File: config.mk
export PLATFORM = sky130hd
export DESIGN_NAME = acc_alu_n
export DESIGN_NICKNAME = d
export VERILOG_FILES = /design/src/rtl/acc_alu_n.sv
export SDC_FILE = /design/constraint.sdc
export NUM_CORES = 1
export LEC_CHECK = 0
export ABC_CLOCK_PERIOD_IN_PS = 5240
export CAP_MARGIN = 20
export CORE_ASPECT_RATIO = 1.1
export CORE_UTILIZATION = 60
export CTS_BUF_LIST = sky130_fd_sc_hd__clkbuf_2
export CTS_CLUSTER_DIAMETER = 150
export CTS_CLUSTER_SIZE = 12
export DETAILED_ROUTE_END_ITERATION = 16
export PLACE_DENSITY_LB_ADDON = 0.3
export SLEW_MARGIN = 15
export SYNTH_ARGS = -nofsm -noshare
export SYNTH_HDL_FRONTEND = slang
export SYNTH_SLANG_ARGS = --single-unit
File: constraint.sdc
create_clock -name clock -period 5.24 [get_ports clock]
set_input_delay 1.048 -clock clock [delete_from_list [all_inputs] [get_ports clock]]
set_output_delay 1.048 -clock clock [all_outputs]
set_load 0.02 [all_outputs]
File: src/rtl/acc_alu_n.sv
// Accumulator ALU: single-cycle arithmetic/logic/shift ops on register A,
// plus an unsigned shift-add multiply that leaves the product in {h, A}.
module acc_alu_n #(
   parameter int WIDTH = 8
) (
   input  logic             clock,
   input  logic             reset,
   input  logic             en,
   input  logic [3:0]       op,
   input  logic [WIDTH-1:0] din,
   output logic [WIDTH-1:0] a,
   output logic [WIDTH-1:0] h,
   output logic             n,
   output logic             z,
   output logic             c,
   output logic             v,
   output logic             busy,
   output logic             done
);

   localparam logic [3:0] OP_PASS = 4'd1;
   localparam logic [3:0] OP_ADD  = 4'd2;
   localparam logic [3:0] OP_SUB  = 4'd3;
   localparam logic [3:0] OP_AND  = 4'd4;
   localparam logic [3:0] OP_OR   = 4'd5;
   localparam logic [3:0] OP_XOR  = 4'd6;
   localparam logic [3:0] OP_ADC  = 4'd7;
   localparam logic [3:0] OP_SBC  = 4'd8;
   localparam logic [3:0] OP_SHL  = 4'd9;
   localparam logic [3:0] OP_SHR  = 4'd10;
   localparam logic [3:0] OP_ASR  = 4'd11;
   localparam logic [3:0] OP_MUL  = 4'd12;

   localparam int CW = $clog2(WIDTH);

   typedef enum logic [1:0] {S_IDLE, S_RUN, S_FIN} state_t;

   state_t           state_reg;
   logic [WIDTH-1:0] a_reg;
   logic [WIDTH-1:0] h_reg;
   logic [WIDTH-1:0] mcand_reg;
   logic [CW-1:0]    cnt_reg;
   logic             c_reg;
   logic             v_reg;
   logic             busy_reg;
   logic             done_reg;

   logic             cin;
   logic [WIDTH:0]   sum;
   logic [WIDTH:0]   diff;
   logic [WIDTH:0]   mstep;
   logic [WIDTH-1:0] a_next;
   logic             c_next;
   logic             v_next;

   // One adder and one subtractor serve both the plain and carry-chained forms.
   assign cin   = ((op == OP_ADC) || (op == OP_SBC)) ? c_reg : 1'b0;
   assign sum   = {1'b0, a_reg} + {1'b0, din} + {{WIDTH{1'b0}}, cin};
   assign diff  = {1'b0, a_reg} - {1'b0, din} - {{WIDTH{1'b0}}, cin};
   assign mstep = {1'b0, h_reg} + (a_reg[0] ? {1'b0, mcand_reg} : '0);

   always_comb begin
      a_next = a_reg;
      c_next = c_reg;
      v_next = v_reg;
      case (op)
         OP_PASS: begin
            a_next = din;
            v_next = 1'b0;
         end
         OP_ADD, OP_ADC: begin
            a_next = sum[WIDTH-1:0];
            c_next = sum[WIDTH];
            v_next = (a_reg[WIDTH-1] == din[WIDTH-1]) && (sum[WIDTH-1] != a_reg[WIDTH-1]);
         end
         OP_SUB, OP_SBC: begin
            a_next = diff[WIDTH-1:0];
            c_next = diff[WIDTH];
            v_next = (a_reg[WIDTH-1] != din[WIDTH-1]) && (diff[WIDTH-1] != a_reg[WIDTH-1]);
         end
         OP_AND: begin
            a_next = a_reg & din;
            v_next = 1'b0;
         end
         OP_OR: begin
            a_next = a_reg | din;
            v_next = 1'b0;
         end
         OP_XOR: begin
            a_next = a_reg ^ din;
            v_next = 1'b0;
         end
         OP_SHL: begin
            a_next = {a_reg[WIDTH-2:0], 1'b0};
            c_next = a_reg[WIDTH-1];
            v_next = 1'b0;
         end
         OP_SHR: begin
            a_next = {1'b0, a_reg[WIDTH-1:1]};
            c_next = a_reg[0];
            v_next = 1'b0;
         end
         OP_ASR: begin
            a_next = {a_reg[WIDTH-1], a_reg[WIDTH-1:1]};
            c_next = a_reg[0];
            v_next = 1'b0;
         end
         default: ;
      endcase
   end

   // A doubles as the multiplier: its bits are consumed from the bottom while
   // product bits shift in from h, so {h, A} holds the product after WIDTH steps.
   always_ff @(posedge clock or posedge reset) begin
      if (reset) begin
         state_reg <= S_IDLE;
         a_reg     <= '0;
         h_reg     <= '0;
         mcand_reg <= '0;
         cnt_reg   <= '0;
         c_reg     <= 1'b0;
         v_reg     <= 1'b0;
         busy_reg  <= 1'b0;
         done_reg  <= 1'b0;
      end else begin
         done_reg <= 1'b0;
         case (state_reg)
            S_IDLE: begin
               if (en) begin
                  if (op == OP_MUL) begin
                     mcand_reg <= din;
                     h_reg     <= '0;
                     cnt_reg   <= '0;
                     busy_reg  <= 1'b1;
                     state_reg <= S_RUN;
                  end else begin
                     a_reg <= a_next;
                     c_reg <= c_next;
                     v_reg <= v_next;
                  end
               end
            end
            S_RUN: begin
               h_reg   <= mstep[WIDTH:1];
               a_reg   <= {mstep[0], a_reg[WIDTH-1:1]};
               cnt_reg <= cnt_reg + CW'(1);
               if (cnt_reg == CW'(WIDTH - 1)) begin
                  c_reg     <= (mstep[WIDTH:1] != '0);
                  v_reg     <= 1'b0;
                  done_reg  <= 1'b1;
                  state_reg <= S_FIN;
               end
            end
            S_FIN: begin
               busy_reg  <= 1'b0;
               state_reg <= S_IDLE;
            end
            default: begin
               busy_reg  <= 1'b0;
               state_reg <= S_IDLE;
            end
         endcase
      end
   end

   assign a    = a_reg;
   assign h    = h_reg;
   assign n    = a_reg[WIDTH-1];
   assign z    = (a_reg == '0);
   assign c    = c_reg;
   assign v    = v_reg;
   assign busy = busy_reg;
   assign done = done_reg;

endmodule

# [After elaboration in Yosys (flattened, before gate mapping)]
# Cells that the tools add are included.
[classes] add_sub_neg=6 n_eq_ne=27 n_mux=31 bitwise_logic=4 n_reduce_logical=19
[ops] op="8-bit one-hot mux with 9 select lines" n=1
[ops] op="8-bit 2-to-1 mux" n=5
[ops] op="8-bit one-hot mux with 2 select lines" n=2
[ops] op="4-bit == test, second input constant" n=5
[ops] op="8-bit by 8-bit adder with 9-bit output" n=2
[ops] op="4-bit by 3-bit == test with 1-bit output, second input constant" n=4
[ops] op="5-bit AND reduction" n=3
[ops] op="3-bit AND reduction" n=4
[ops] op="1-bit 2-to-1 mux" n=11
[ops] op="10-bit by 1-bit inequality test with 1-bit output, second input constant" n=1
[ops] op="2-bit inequality test, second input constant" n=5
[ops] op="9-bit by 1-bit adder with 9-bit output" n=1
[ops] op="9-bit by 1-bit inequality test with 1-bit output, second input constant" n=1
[ops] op="8-bit by 8-bit subtractor with 9-bit output" n=1
[ops] op="9-bit by 1-bit subtractor with 9-bit output" n=1
[ops] op="8-bit bitwise AND" n=1
[ops] op="4-bit by 2-bit == test with 1-bit output, second input constant" n=2
[ops] op="8-bit logical NOT" n=1
[ops] op="8-bit bitwise OR" n=1
[ops] op="8-bit nonzero test" n=1
[ops] op="8-bit bitwise XOR" n=1
[ops] op="7-bit OR reduction" n=1
[ops] op="2-bit 2-to-1 mux" n=3
[ops] op="3-bit 2-to-1 mux" n=2
[ops] op="20 further kinds" n=27
[word_totals] reg_bits=33 inputBits=15 out_inout_bits=22 word_cells=97

# [Logic depth before layout (Yosys ltp)]
[depth] depth_word=10 ltp_mapped=15 depth_no_buf=13

# [Worst setup path after synthesis]
# No wires, ideal clock.
[synth_timing] path_type="input -> register" startpoint="in op[1]" endpoint="reg v_reg (netlist: v)" setup_ps=128 arrival_ps=3571 required_time_ps=5112 path_slack_ps=1540 cell_stages=15 n_path_buf=2 cell_sequence="buf_2 > buf_2 > nand2_1 > o2bb2ai_1 > nand2_1 > inv_1 > fa_1 > inv_1 > ha_1 > o21ai_0 > a211o_1 > a311oi_1 > and2b_1 > nor3_1 > o21ai_1"
[synth_via] elab_chain_cells=10
[synth_rtl] item="start: declaration" line="9" rtl="input logic [3:0] op,"
[synth_rtl] item="4-bit by 3-bit == test with 1-bit output or 4-bit == test (tied branches)" line="57, 66"
[synth_rtl] item="1-bit logical OR" line="57" rtl="assign cin = ((op == OP_ADC) || (op == OP_SBC)) ? c_reg : 1'b0;"
[synth_rtl] item="1-bit 2-to-1 mux" line="57"
[synth_rtl] item="9-bit by 1-bit subtractor with 9-bit output or 9-bit by 1-bit adder with 9-bit output (tied branches)" line="59, 58"
[synth_rtl] item="1-bit inequality test (on tied branches)" line="79, 74"
[synth_rtl] item="1-bit logical AND (on tied branches)" line="79, 74"
[synth_rtl] item="1-bit one-hot mux with 3 select lines" line="66" rtl="case (op)"
[synth_rtl] item="1-bit 2-to-1 mux" line="130" rtl="if (op == OP_MUL) begin"
[synth_rtl] item="1-bit 2-to-1 mux" line="129" rtl="if (en) begin"
[synth_rtl] item="1-bit one-hot mux with 2 select lines" line="127" rtl="case (state_reg)"
[synth_rtl] item="end signal: assignment" line="139" rtl="v_reg <= v_next;"
[synth_rtl] item="end: declaration" line="44" rtl="logic v_reg;"
# Several ways; a longest one is shown, not always the timed one. The select of a mux whose other input is x is not followed.
# A chain may end at the register's enable or synchronous reset.

# [Worst setup path in the final report]
[layout_timing] startpoint="in op[3]" endpoint="reg v_reg (netlist: v)"
# Same word-level chain as after synthesis.

==> reports/qor.csv <==
stage;metric;value;unit
synth;yosys.area.top_type_share;24.1;%
layout;fill_cells;465;
pwr;p_leak;1.73;nW
pwr;power.density;529;nW/um2
sta;fmax;243;MHz
sta;slew_violations;0;
sta;skew;14.5;ps
floorplan;row_count;28;
global_route;first_global_vias;3002;
sta;fin_setup_tns;0;ps
floorplan;dieHeight;81.2;um
layout;fin_nets;504;
setup_path;arrival;4440;ps
synth;syn_nets;473;
placed_design;dp.cells;512;
layout;utilization;71.3;%
synth;synth-main-ff-cell;dfrtp_1;
route;vias_per_cell;6.36;
global_route;grt_pass1_wl;15300;um
synth;ys_warn_count;0;
job;drv_cap;0;
setup_path;required;5570;ps
cts;clock_latency;410;ps
status;status;finished, final reports clean;
floorplan;design.core.area;5430;um2
route;num_vias;3308;
route;drt-total-wl;9530;um
setup_path;criticalPathCategory;in -> reg;
setup_path;startpoint_type;input port;
synth;synth_top_area_cell;dfrtp_1;
setup_path;endpoint_kind;flip-flop;
cts;ctsLongestPathBuffers;2;
cts;h-tree-depth;2;
synth;yosys.area_share.simple;19.4;%
floorplan;die_w;74.0;um
synth;synthMuxAreaShare;1.54;%
global_route;grt_max_degree;34;
layout;syn_to_final_growth;13.1;%
cts;cts.clk_slew.worst_paths;200;ps
global_route;grt_overflow;0;
sta;rsz0062_at_grt;no;
synth;synthArstFlopShare;100;%
floorplan;num_io_pins;37;
synth;postSynthCellCount;413;
synth;synth.distinct_cells;71;
synth;synth_area_leaders;dfrtp_1 (24%), ha_1 (15%), nand2_1 (4.5%), a21oi_1 (4.4%), o21ai_0 (3.8%);
global_route;antenna_found_initial;0;
route;avgRoutedWirePerCell;18.3;um
layout;stdcell_count;520;
route;firstDrtPassIters;5;
synth;yosysSeqAreaShare;24.1;%
sta;setup_violations;0;
sta;min_period;4110;ps
cts;cts_tree;done;
global_route;grt_use_total;34.2;%
floorplan;die-area;6010;um2
synth;synth.most_common_cell;nand2_1;
synth;synth_xor_area_share;3.07;%
synth;synth-compound-area-share;27.8;%
cts;hold_buffers;0;
pwr;ir_worst_vdd;0.301;mV
placed_design;place_congestion;0.958;
sta;slew_headroom;31.3;%
synth;syn_area_per_cell;8.29;um2
placed_design;post-dp-hpwl;7190;um
sta;tightestPinTransition;1030;ps
cts;cts_setup_buffers;0;
synth;synth_top_family_by_area;compound AO/OA/AOI/OAI gates;
cts;cts_num_sinks;33;
synth;ys_top_cells_by_count;nand2_1 (41), ha_1 (40), inv_1 (34);
synth;synth-edff-count;0;
synth;synth_area;3420;um2
setup_path;crit_path_max_fanout;16;
placed_design;port_buffers;36;
sta;min_period_over_period;78.4;%
sta;hold_viol;0;
synth;synthAdderAreaFrac;17.6;%
synth;ys_ff_latch;33;
cts;post_cts_resized;0;
layout;multiInputGateArea;2370;um2
cts;cts_root_buf;clkbuf_2;
hold_path;hp-class;reg -> reg;
route;drc;0;
route;ant_nets;0;
route;first_iter_violations;227;
cts;numCtsBuffers;5;
layout;n_antenna_cell;0;
pwr;power;2.05;mW
layout;register_area;826;um2
layout;drive_above_1_share;5.39;%
floorplan;initial_core_util;63.0;%
[cell type report]
| cell class | count | area share, % |
|---|---|---|
| repair buffers | 42 | 10.5 |
| clock inverters | 2 | 0.259 |
| inverters | 35 | 3.39 |
| flip-flops and latches | 33 | 21.3 |
| clock buffers | 6 | 0.776 |
| well taps | 75 | 2.42 |
| multi-input cells | 327 | 61.3 |
[report_power, final]
group	internal, mW	total [mW]	switching [mW]
Combinational	0.615	1.43	0.810
Clock	0.0335	0.133	0.100
Sequential	0.355	0.489	0.134
[path summary, 6_finish.rpt]
check / end / slack (ps) / from / cells past startpoint
max: v$_DFFE_PP0P_ / 1130 / op[3] / 15
min: mcand_reg[4]$_DFFE_PP0P_ / 490 / mcand_reg[4]$_DFFE_PP0P_ / 2
max reg2reg: v$_DFFE_PP0P_ / 2260 / a[0]$_DFFE_PP0P_ / 9
min reg2reg: mcand_reg[4]$_DFFE_PP0P_ / 490 / mcand_reg[4]$_DFFE_PP0P_ / 2
max in group asynchronous: a[2]$_DFFE_PP0P_ / 3920 / reset / 3
min in group asynchronous: v$_DFFE_PP0P_ / 1000 / reset / 3
[routing by layer]
layer | up-vias | track usage (%) | part of all wire, %
met5 | - | 0 | 0
met4 | 0 | 12.9 | 2.4
met2 | 164 | 56.5 | 49
met3 | 17 | 6.82 | 7.9
li1 | 1585 | - | -
met1 | 1542 | 43.5 | 41
[worst max-delay path, cell delays in order]
cell and delay (ps):
clkdlybuf4s50_1 450, buf_4 200, nor2b_1 310, o2bb2ai_1 150, nand2_1 90, inv_1 80, fa_1 460, inv_1 80
ha_1 130, o21ai_0 150, a211o_1 320, a311oi_1 480, and2b_1 240, nor3_1 160, o21ai_1 70
[cells in the final DEF, fill, tap and decap left out, types with 4 or more instances in the layout]
cell / instances
xnor2_1: 10
nand3_1: 13
and2_1: 9
clkbuf_2: 6
a21o_1: 5
inv_1: 34
nand2_1: 41
dfrtp_1: 33
nor3_1: 6
and3_1: 5
a22o_1: 5
nor2b_1: 7
a221oi_1: 8
fa_1: 5
ha_1: 40
o221ai_1: 5
a211oi_1: 8
nand2b_1: 9
a22oi_1: 4
nor2_1: 19
clkdlybuf4s50_1: 36
o21ai_0: 26
a21oi_1: 30
o211ai_1: 4
buf_4: 6
[metrics by stage]
stage	cell area (um2)	hold WS, ps	setup WS, ps
global route	3870	542	807
finish	3870	494	1130
CTS	3870	503	1140
detailed placement	3830	462	681
global placement	3830	455	797
floorplan	3420	442	1540
[kinds of logic (layout without fill, tap and decap cells)]
| logic type | Yosys count | in the layout |
|---|---|---|
| xor+xnor | 12 | 12 |
| compound gates | 137 | 137 |
| simple gates | 128 | 128 |
| buf+inv | 53 | 85 |
| flops | 33 | 33 |
| fa+ha+maj | 45 | 45 |
| mux | 5 | 5 |
Power figures use the tool's default switching activity.
